$ cat config.mk
export PLATFORM = sky130hd
export DESIGN_NAME = bit8_demux_buf_flat
export DESIGN_NICKNAME = d
export VERILOG_FILES = /design/src/rtl/bit8_demux_buf_if.sv /design/src/rtl/bit8_demux_buf.sv /design/src/flat_wrapper.sv
export SDC_FILE = /design/constraint.sdc
export NUM_CORES = 1
export LEC_CHECK = 0
export CAP_MARGIN = 30
export CORE_UTILIZATION = 51
export DETAILED_ROUTE_END_ITERATION = 7
export PLACE_DENSITY = 0.89
export SLEW_MARGIN = 15
export SYNTH_ARGS = -nofsm -noshare
export SYNTH_HDL_FRONTEND = slang
export SYNTH_SLANG_ARGS = --single-unit
$ cat constraint.sdc
create_clock -name clock -period 3.7 [get_ports clock]
set_clock_uncertainty 0.15 [all_clocks]
set_input_delay 0.74 -clock clock [delete_from_list [all_inputs] [get_ports clock]]
set_output_delay 0.74 -clock clock [all_outputs]
set_load 0.01 [all_outputs]
$ cat src/rtl/bit8_demux_buf_if.sv
// rtl/bit8_demux_buf_if.sv - handshake bundle for the 1-to-2 byte demultiplexer
`timescale 1ns/1ps
interface bit8_demux_buf_if;
  logic       in_valid;
  logic       in_ready;
  logic [7:0] in_data;
  logic       select;
  logic       out0_valid;
  logic       out0_ready;
  logic [7:0] out0_data;
  logic       out1_valid;
  logic       out1_ready;
  logic [7:0] out1_data;

  modport slave (
    input  in_valid, in_data, select, out0_ready, out1_ready,
    output in_ready, out0_valid, out0_data, out1_valid, out1_data
  );

  modport master (
    output in_valid, in_data, select, out0_ready, out1_ready,
    input  in_ready, out0_valid, out0_data, out1_valid, out1_data
  );
endinterface

$ cat src/rtl/bit8_demux_buf.sv
// rtl/bit8_demux_buf.sv - registered 1-to-2 byte demux with a FIFO per output channel
// Optional per-channel pop counters are enabled by defining BIT8_DEMUX_CNT_EN.
`timescale 1ns/1ps
module bit8_demux_buf #(
  parameter int DEPTH = 2
) (
  input  logic              clock,
  input  logic              reset,
  bit8_demux_buf_if.slave   bus
`ifdef BIT8_DEMUX_CNT_EN
  ,
  output logic [15:0]       out0_count,
  output logic [15:0]       out1_count
`endif
);

  localparam int AW = $clog2(DEPTH);
  localparam int CW = AW + 1;

  logic in_ready_int;

  // in_ready only looks at registered occupancy, so consumer ready never reaches it.
  assign in_ready_int = bus.select ? !g_ch[1].full : !g_ch[0].full;
  assign bus.in_ready = in_ready_int;

  for (genvar ch = 0; ch < 2; ch++) begin : g_ch
    logic          out_ready;
    logic          push;
    logic          pop;
    logic          full;
    logic [AW-1:0] rd_ptr;
    logic [AW-1:0] wr_ptr;
    logic [CW-1:0] count;
    logic [7:0]    mem [DEPTH];

    assign out_ready = (ch == 0) ? bus.out0_ready : bus.out1_ready;
    assign full      = (count == CW'(DEPTH));
    assign push      = bus.in_valid && in_ready_int && (bus.select == 1'(ch));
    assign pop       = (count != '0) && out_ready;

    always_ff @(posedge clock or posedge reset) begin
      if (reset) begin
        rd_ptr <= '0;
        wr_ptr <= '0;
        count  <= '0;
      end else begin
        if (push) wr_ptr <= wr_ptr + AW'(1);
        if (pop)  rd_ptr <= rd_ptr + AW'(1);
        case ({push, pop})
          2'b10:   count <= count + CW'(1);
          2'b01:   count <= count - CW'(1);
          default: count <= count;
        endcase
      end
    end

    // Storage is not reset; occupancy alone decides what is visible.
    always_ff @(posedge clock) begin
      if (push) mem[wr_ptr] <= bus.in_data;
    end

`ifdef BIT8_DEMUX_CNT_EN
    logic [15:0] pop_count;

    always_ff @(posedge clock or posedge reset) begin
      if (reset)    pop_count <= '0;
      else if (pop) pop_count <= pop_count + 16'd1;
    end
`endif
  end

  assign bus.out0_valid = (g_ch[0].count != '0);
  assign bus.out1_valid = (g_ch[1].count != '0);
  assign bus.out0_data  = g_ch[0].mem[g_ch[0].rd_ptr];
  assign bus.out1_data  = g_ch[1].mem[g_ch[1].rd_ptr];

`ifdef BIT8_DEMUX_CNT_EN
  assign out0_count = g_ch[0].pop_count;
  assign out1_count = g_ch[1].pop_count;
`endif

endmodule

$ cat src/flat_wrapper.sv
// flat-port wrapper written by rule: the top's interface ports become plain ports
module bit8_demux_buf_flat 
#(
  parameter int DEPTH = 2
)
  (clock, reset, bus_in_valid, bus_in_data, bus_select, bus_out0_ready, bus_out1_ready, bus_in_ready, bus_out0_valid, bus_out0_data, bus_out1_valid, bus_out1_data);
  bit8_demux_buf_if bus_i ();
  input  logic clock;
  input  logic reset;
  input wire logic [$bits(bus_i.in_valid)-1:0] bus_in_valid;
  input wire logic [$bits(bus_i.in_data)-1:0] bus_in_data;
  input wire logic [$bits(bus_i.select)-1:0] bus_select;
  input wire logic [$bits(bus_i.out0_ready)-1:0] bus_out0_ready;
  input wire logic [$bits(bus_i.out1_ready)-1:0] bus_out1_ready;
  output wire logic [$bits(bus_i.in_ready)-1:0] bus_in_ready;
  output wire logic [$bits(bus_i.out0_valid)-1:0] bus_out0_valid;
  output wire logic [$bits(bus_i.out0_data)-1:0] bus_out0_data;
  output wire logic [$bits(bus_i.out1_valid)-1:0] bus_out1_valid;
  output wire logic [$bits(bus_i.out1_data)-1:0] bus_out1_data;
  assign bus_i.in_valid = bus_in_valid;
  assign bus_i.in_data = bus_in_data;
  assign bus_i.select = bus_select;
  assign bus_i.out0_ready = bus_out0_ready;
  assign bus_i.out1_ready = bus_out1_ready;
  assign bus_in_ready = bus_i.in_ready;
  assign bus_out0_valid = bus_i.out0_valid;
  assign bus_out0_data = bus_i.out0_data;
  assign bus_out1_valid = bus_i.out1_valid;
  assign bus_out1_data = bus_i.out1_data;
  bit8_demux_buf #(.DEPTH(DEPTH)) u_core (.clock(clock), .reset(reset), .bus(bus_i));
endmodule
==> impl_metrics.csv, run 1 <==
group,metric,value,unit
timing,setup_viol,0,
cts,cts_resized,0,
timing,worstMarginPinSlew,0.782,ns
power,power.internal,0.966,mW
layout,syn_to_final_growth,25.7,%
floorplanning,ios,33,
floorplanning,core-area,0.00285,mm2
route,first_pass_iters,8,
yosys,synth_fp_nets,104,
timing,hold_violations,0,
layout,nets,141,
cts,cts_made_buffers,5,
route,drc_errors,3,
yosys,syn_avg_cell_area,17.9,um2
power,pwr-share-seq,48.8,%
route,drt_wl_total,2510,um
yosys,synthAdderAreaFrac,1.59,%
power,power.leakage,0.718,nW
run,max-cap-violations,0,
power,p_sw,0.409,mW
cts,root_buffer,"clkbuf_4",
cts,clockBufferDepth,2,
power,powerDensity,693,mW/mm2
global_route,grt_pass1_vias,852,
place,io_buffers,32,
cts,clk_pin_slew,0.11,ns
run_status,outcome,"finished with violations",
timing,timing.setup.tns,0,ns
timing,post-route-period-util,80.2,%
timing,max_clock_freq,337,MHz
power,pwr-share-comb,36.1,%
global_route,grt_usage,17.0,%
cts,htreeDepth,2,
setup_path,worstPathMaxFanout,3,
min_path,holdCritPathClass,"register to register",
timing,slew_headroom,47.7,%
floorplanning,die_area,0.00332,mm2
timing,fin_crit,2.97,ns
setup_path,worstPathArrival,2.08,ns
yosys,syn_inst,88,
cts,clock_latency,0.33,ns
layout,antenna_cells,0,
route,vias,827,
layout,drive_gt1_share,24.6,%
power,ir_worst_vdd,409,uV
place,post-place-ws,0.729,ns
floorplanning,start_util,55.3,%
route,ant_nets,0,
global_route,grt_max_degree,14,
route,avgRoutedWirePerCell,16.0,um
global_route,grt_overflow,0,
yosys,synth.area.top_cells,"edfxtp_1, dfrtp_1, mux2_2, xnor2_1, xor2_1",
floorplanning,die_h,57.6,um
timing,slew_violations,0,
place,placed_cell_area,0.00193,mm2
run_status,violations,"DRC",
yosys,ys_ff_latch,40,
setup_path,critPathLaunchType,"primary input",
floorplanning,num_rows,19,
floorplanning,die_w,57.6,um
yosys,synthesis.area,0.00158,mm2
cts,cts_hold_buf,0,
yosys,synthXorXnorAreaFrac,5.55,%
setup_path,end_kind,"primary output",
yosys,synth.distinct_cells,14,
yosys,ys_seq_area_share,73.6,%
cts,cts_tree,"yes",
timing,fin_ws,0.732,ns
cts,clock-sinks,40,
power,p_clk_share,15.1,%
place,gp_congestion,0.698,
power,switching_share,29.7,%
cts,cts_setup_buffers,0,
yosys,synth_top_area_share,60.9,%
yosys,synth_top_family_by_area,"multiplexers",
yosys,yosys.area.top_type,"edfxtp_1",
yosys,yosys.area_share.simple,5.79,%
timing,grt_setup_unrepaired,"no",
yosys,ys_warn_count,0,
global_route,grt_pass1_wl,3960,um
route,via_per_inst,5.27,
setup_path,worst_ep_required_time,2.81,ns
power,p_total,1.37,mW
setup_path,crit_type,"primary input to primary output",
route,drt_iter0_drc,14,
yosys,synth_compound_area_share,0,%
yosys,muxShareOfSynthArea,12.1,%
layout,final_area,0.00198,mm2
global_route,antenna_found_initial,0,
==> kinds of logic (layout without fill, tap and decap cells) <==
kind of cell / Yosys count / in the layout
xor gates and xnor gates: 10 / 10
buffers and inverters: 5 / 43
muxes: 17 / 17
and+or+nand+nor: 14 / 14
DFF: 40 / 40
adders and majority gates: 2 / 2
==> per-stage QoR <==
step	utilization [%]	hold slack, ns	instances
after global routing	69.5	0.378	157
final	69.5	0.358	157
after detailed placement	67.5	0.341	149
after floorplan	-	0.315	88
after CTS	69.5	0.363	157
after global placement	67.5	0.330	149
==> area by class of cell <==
| type | instances | area [um2] |
|---|---|---|
| Multi-Input combinational cell | 43 | 395 |
| Clock buffer | 5 | 37.5 |
| Clock inverter | 3 | 18.8 |
| Timing Repair Buffer | 32 | 320 |
| Inverter | 3 | 11.3 |
| Fill cell | 215 | 870 |
| Sequential cell | 40 | 1160 |
| Tap cell | 31 | 38.8 |
==> cell usage after synthesis <==
master / instances
and2_4: 2
buf_2: 2
dfrtp_1: 8
edfxtp_1: 32
ha_1: 2
inv_1: 3
mux2_2: 17
nand2b_1: 2
nand3_2: 1
nand3b_2: 1
nor2_1: 6
or2_4: 2
xnor2_1: 6
xor2_1: 4
==> metal layers <==
layer | global-route usage (%) | wire length [um] | vias up | share of wire [%]
li1 | - | - | 390 | -
met1 | 19.9 | 1020 | 407 | 41
met2 | 29.6 | 1330 | 28 | 53
met3 | 4.02 | 125 | 2 | 5.0
met4 | 8.36 | 26 | 0 | 1.0
met5 | 0 | 0 | - | 0
==> registers in the layout, summed over array words and instances, names as in the netlist <==
register,cells
u_core.g_ch.mem,32
u_core.g_ch.count,4
u_core.g_ch.rd_ptr,2
u_core.g_ch.wr_ptr,2
==> cell usage in the layout, fill, tap and decap left out <==
| master | Yosys | final |
|---|---|---|
| clkdlybuf4s50_1 | 0 | 32 |
| edfxtp_1 | 32 | 32 |
| mux2_2 | 17 | 17 |
| dfrtp_1 | 8 | 8 |
| xnor2_1 | 6 | 6 |
| nor2_1 | 6 | 6 |
| clkbuf_4 | 0 | 5 |
| xor2_1 | 4 | 4 |
| inv_1 | 3 | 3 |
| or2_4 | 2 | 2 |
| and2_4 | 2 | 2 |
| nand2b_1 | 2 | 2 |
| ha_1 | 2 | 2 |
| clkinv_2 | 0 | 2 |
| nand3_2 | 1 | 1 |
| nand3b_2 | 1 | 1 |
| clkinv_4 | 0 | 1 |
==> worst paths after layout <==
path	from	end	slack, ns	depth (start not counted)
setup / recovery	bus_select	bus_in_ready	0.73	3
hold / removal	u_core.g_ch[1].count[1]	u_core.g_ch[1].count[1]	0.36	1
setup reg to reg	u_core.g_ch[1].count[0]	u_core.g_ch[1].mem[0][7]	1.84	3
hold reg to reg	u_core.g_ch[1].count[1]	u_core.g_ch[1].count[1]	0.36	1
max in group asynchronous	reset	u_core.g_ch[1].wr_ptr	2.65	2
min in group asynchronous	reset	u_core.g_ch[0].count[0]	0.51	2
==> critical path, cell delays in order <==
cell             delay [ns]
clkdlybuf4s50_1        0.51
mux2_2                 0.34
clkdlybuf4s50_1        0.48
==> power by group through the flow <==
stage	clock (mW)	combinational (mW)	sequential [mW]
floorplan	0	0.330	0.629
global placement	0	0.484	0.676
detailed placement	0	0.500	0.684
CTS	0.215	0.504	0.674
global route	0.229	0.533	0.687
finish	0.208	0.496	0.671
Power figures use the tool's default switching activity.
==> inputs of run 2 (changes only) <==
Settings changed: CORE_UTILIZATION 51 to 45, PLACE_DENSITY 0.89 to 0.84.
Clock period 3.7 ns to 2.6 ns, I/O delays scaled along.
==> run 2 against run 1 <==
  * The flow now finishes without violations
  * Count of clock-buffer cells in the layout stayed put
  * Largest power group unchanged
  * Via count is 1.5% lower
  * Utilization is 7.9 points lower
  * Worst hold slack worse by 0.087 ns
==> impl_metrics.csv, run 2 (same netlist as run 1, synthesis figures left out) <==
group,metric,value,unit
run_status,outcome,"complete, no violations",
setup_path,worst_ep_required_time,1.93,ns
place,dp_hpwl,1670,um
timing,slew_headroom,70.3,%
min_path,holdCritPathClass,"primary input to asynchronous set/reset pin",
timing,setup_viol,0,
route,drt_iter0_drc,18,
layout,syn_to_final_growth,30.4,%
setup_path,path_buf_inv,2,
power,power.leakage,0.744,nW
power,powerDensity,1010,mW/mm2
layout,top_regs,"u_core.g_ch.mem: 32 flops, u_core.g_ch.count: 4 flops",
setup_path,crit_family,"buffers and inverters",
global_route,antenna_found_initial,0,
layout,final_cell_mix,"clkdlybuf4s50_1, edfxtp_1, mux2_2, dfrtp_1",
timing,post-route-period-util,96.5,%
cts,root_buffer,"clkbuf_4",
global_route,grt_pass1_vias,782,
floorplanning,die_h,61.2,um
cts,htreeDepth,2,
cts,cts_resized,0,
setup_path,worst_path_most_repeated_cell,"clkdlybuf4s50_1",
floorplanning,ios,33,
floorplanning,die_w,61.2,um
setup_path,crit_type,"primary input to primary output",
timing,max_clock_freq,398,MHz
place,io_buffers,32,
floorplanning,num_rows,21,
global_route,grt_pass1_wl,3640,um
route,ant_nets,0,
cts,clk_pin_slew,0.11,ns
layout,drive_gt1_share,27.7,%
timing,slew_violations,0,
global_route,grt_overflow,0,
floorplanning,start_util,47.3,%
power,ir_worst_vdd,629,uV
global_route,grt_max_degree,14,
setup_path,slowest_delay,0.51,ns
cts,cts_hold_buf,0,
route,drt_wl_total,2470,um
timing,grt_setup_unrepaired,"no",
cts,clock-sinks,40,
timing,fin_crit,2.51,ns
setup_path,r2r_slack,0.89,ns
route,drc_errors,0,
cts,clock_latency,0.33,ns
cts,cts_setup_buffers,0,
timing,holdWs,0.270,ns
setup_path,critPathSlowestCell,"clkdlybuf4s50_1",
cts,cts_made_buffers,5,
run,max-cap-violations,0,
layout,final_area,0.00206,mm2
cts,clockBufferDepth,2,
layout,antenna_cells,0,
place,placed_cell_area,0.00198,mm2
timing,hold_violations,0,
layout,largest_reg_flops,32,
route,first_pass_iters,4,
route,vias,815,
timing,timing.setup.tns,0,ns
setup_path,path_cells,"clkdlybuf4s50_1, mux2_2, clkdlybuf4s50_1",
layout,largest_register,"u_core.g_ch.mem",
floorplanning,die_area,0.00375,mm2
floorplanning,core-area,0.00334,mm2
setup_path,critPathLaunchType,"primary input",
setup_path,worstPathMaxFanout,3,
setup_path,worstPathArrival,1.84,ns
place,gp_congestion,0.682,
cts,cts_tree,"yes",
timing,worstMarginPinSlew,0.446,ns
route,via_per_inst,4.63,
route,avgRoutedWirePerCell,14.1,um
global_route,grt_usage,15.1,%
setup_path,end_kind,"primary output",
layout,nets,145,
run 2: changes by cell type in the layout (fill, tap and decap cells not counted):
cell,previous run,this run
buf_4,0,4
bufinv_16,0,1
clkinv_2,2,1
clkinv_4,1,0
clkinvlp_4,0,1
dfrtp_1,8,7
dfrtp_2,0,1
run 2: final timing paths:
| path | start | to | depth (start not counted) |
|---|---|---|---|
| max | bus_select | bus_in_ready | 3 |
| min | reset | u_core.g_ch[0].count[0] | 2 |
| max reg2reg | u_core.g_ch[1].count[1] | u_core.g_ch[1].count[1] | 5 |
| min reg2reg | u_core.g_ch[0].count[1] | u_core.g_ch[0].count[1] | 1 |
| max in group asynchronous | reset | u_core.g_ch[0].rd_ptr | 2 |
| min in group clock | u_core.g_ch[0].count[1] | u_core.g_ch[0].count[1] | 1 |
run 2: final cells by class:
type,instances,area [um2]
Fill cell,268,1280
Multi-Input combinational cell,43,395
Sequential cell,40,1160
Clock inverter,3,42.5
Timing Repair Buffer,36,350
Tap cell,46,57.6
Clock buffer,5,37.5
Inverter,3,11.3
run 2: power by group:
part	total, mW	switching (mW)	internal (mW)
logic	0.719	0.265	0.453
registers	0.962	0.131	0.831
clock network	0.389	0.188	0.200
run 2: worst reg2reg max path: stages, from the launching register on:
cell	delay, ns
dfrtp_1	0.43
or2_4	0.26
and2_4	0.16
ha_1	0.32
nor2_1	0.14
xor2_1	0.17
run 2: per-stage QoR:
stage	util (%)	std cells	power (mW)	worst slack (ns)
CTS	61.6	176	2.09	0.0437
global route	61.6	176	2.18	0.0130
global placement	59.2	168	1.67	0.0965
finish	61.6	176	2.07	0.0903
floorplan	-	88	1.36	0.940
detailed placement	59.2	168	1.70	0.0889
run 2: per-layer routing:
layer	global-route usage (%)	vias up	wire length (um)
li1	-	400	-
met1	16.8	379	1060
met2	23.1	34	1200
met3	7.77	2	192
met4	9.09	0	27
met5	0	-	0
==> inputs of run 3 (changes only) <==
Settings changed: RECOVER_POWER set to 100.
==> run 3 against run 2 <==
  * Register-to-register slack lost 0.17 ns
  * Combinational power shrank 7.9%
  * Global-route usage is the same
  * Count of clock-buffer cells in the layout is the same
  * Critical endpoint is now bus_out1_data[7]
  * Final cell count is the same
  * Via count shrank 1.1%
  * Worst setup slack gained 0.0064 ns
  * Final area shrank 1.5%
==> impl_metrics.csv, run 3 (same netlist as run 1, synthesis figures left out) <==
group,metric,value,unit
global_route,use_met2,23.1,%
min_path,hold_depth,1,
route,via_per_inst,4.58,
floorplanning,num_rows,21,
global_route,grt_max_degree,14,
place,io_buffers,32,
cts,root_buffer,"clkbuf_4",
timing,slew_headroom,64.5,%
run_status,outcome,"complete, no violations",
route,avgRoutedWirePerCell,14.0,um
global_route,grt_usage,15.1,%
setup_path,worst_ep_required_time,1.93,ns
layout,fillCellCount,273,
floorplanning,die_h,61.2,um
floorplanning,die_w,61.2,um
route,vias,806,
cts,clockBufferDepth,2,
global_route,grt_overflow,0,
min_path,holdCritPathClass,"register to register",
layout,final_util,60.7,%
setup_path,critPathLaunchType,"register",
timing,fin_crit,2.50,ns
route,drt_wl_total,2470,um
cts,clock_latency,0.33,ns
cts,cts_tree,"yes",
layout,top_regs,"u_core.g_ch.mem: 32 flops, u_core.g_ch.count: 4 flops",
route,ant_nets,0,
place,gp_congestion,0.682,
layout,syn_to_final_growth,28.4,%
route,drc_errors,0,
global_route,grt_pass1_vias,782,
timing,hold_violations,0,
setup_path,worstPathMaxFanout,9,
floorplanning,start_util,47.3,%
timing,grt_setup_unrepaired,"no",
min_path,min_from,"u_core.g_ch[0].count[1]",
timing,setup_viol,0,
place,post-place-ws,0.0889,ns
global_route,grt_pass1_wl,3640,um
timing,timing.setup.tns,0,ns
layout,nets,145,
layout,largest_register,"u_core.g_ch.mem",
layout,antenna_cells,0,
route,drt_iter0_drc,17,
floorplanning,ios,33,
cts,cts_hold_buf,0,
power,ir_worst_vdd,624,uV
timing,worstMarginPinSlew,0.532,ns
timing,fin_ws,0.0966,ns
setup_path,crit_type,"register to primary output",
timing,post-route-period-util,96.3,%
layout,final_common_cell,"edfxtp_1",
global_route,grt.busiest_layer,"met2",
layout,largest_reg_flops,32,
cts,htreeDepth,2,
route,first_pass_iters,4,
floorplanning,core-area,0.00334,mm2
power,power.leakage,0.718,nW
setup_path,worstPathArrival,1.83,ns
setup_path,r2r_cells,4,
timing,max_clock_freq,399,MHz
run,max-cap-violations,0,
place,dp_hpwl,1670,um
setup_path,startpoint,"u_core.g_ch[1].rd_ptr",
setup_path,end_kind,"primary output",
layout,final_cell_mix,"edfxtp_1, dlygate4sd3_1, mux2_2, clkdlybuf4s50_1, dfrtp_1",
layout,drive_gt1_share,22.3,%
cts,clock-sinks,40,
cts,cts_made_buffers,5,
cts,clk_pin_slew,0.11,ns
floorplanning,die_area,0.00375,mm2
timing,slew_violations,0,
global_route,grtUsageMet3,7.77,%
global_route,use_met1,16.8,%
setup_path,r2r-start,"u_core.g_ch[1].count[0]",
global_route,antenna_found_initial,0,
power,powerDensity,994,mW/mm2
==> run 3: what timing repair did <==
item,CTS,global route
gates resized for setup,0,1
endpoints found under the setup margin,0,2
buffers inserted,0,0
==> run 3: critical path: stages (launching register included) <==
cell             delay (ns)
dfrtp_1                0.63
mux2_2                 0.39
clkdlybuf4s50_1        0.48
==> run 3: final cells by class <==
type	instances	area (um2)	share of cell area, %
multi-input combinational	43	379	18.7
tap	46	57.6	2.84
timing repair buffer	36	335	16.6
clock inverter	3	42.5	2.10
inverter	3	11.3	0.556
sequential	40	1160	57.4
clock buffer	5	37.5	1.85
==> run 3: final timing paths <==
path	to	slack, ns
max	bus_out1_data[7]	0.1
min	u_core.g_ch[0].count[1]	0.36
max reg2reg	u_core.g_ch[1].mem[1][0]	0.72
min reg2reg	u_core.g_ch[0].count[1]	0.36
max in group asynchronous	u_core.g_ch[0].rd_ptr	1.64
min in group asynchronous	u_core.g_ch[1].count[0]	0.41
==> run 3: layer usage <==
layer | share of wire (%) | vias up | routed length [um]
met5 | 0 | - | 0
met4 | 1.1 | 0 | 27
met3 | 6.6 | 2 | 163
met2 | 49 | 28 | 1200
met1 | 43 | 377 | 1070
li1 | - | 399 | -
==> run 3: per-stage QoR <==
stage                     power, mW  hold slack (ns)  cell area, um2  std cells
after CTS                      2.09            0.254            2060        176
after detailed placement       1.70            0.345            1980        168
final                          2.01            0.355            2030        176
after global placement         1.67            0.331            1980        168
after global routing           2.12            0.380            2030        176
after floorplan                1.36            0.186            1580         88
==> run 3: power breakdown <==
part / total [mW] / internal (mW) / leakage (nW) / switching (mW)
Clock: 0.391 / 0.200 / 0.0412 / 0.190
Combinational: 0.662 / 0.403 / 0.292 / 0.259
Sequential: 0.960 / 0.832 / 0.385 / 0.128
Total: 2.01 / 1.43 / 0.718 / 0.578
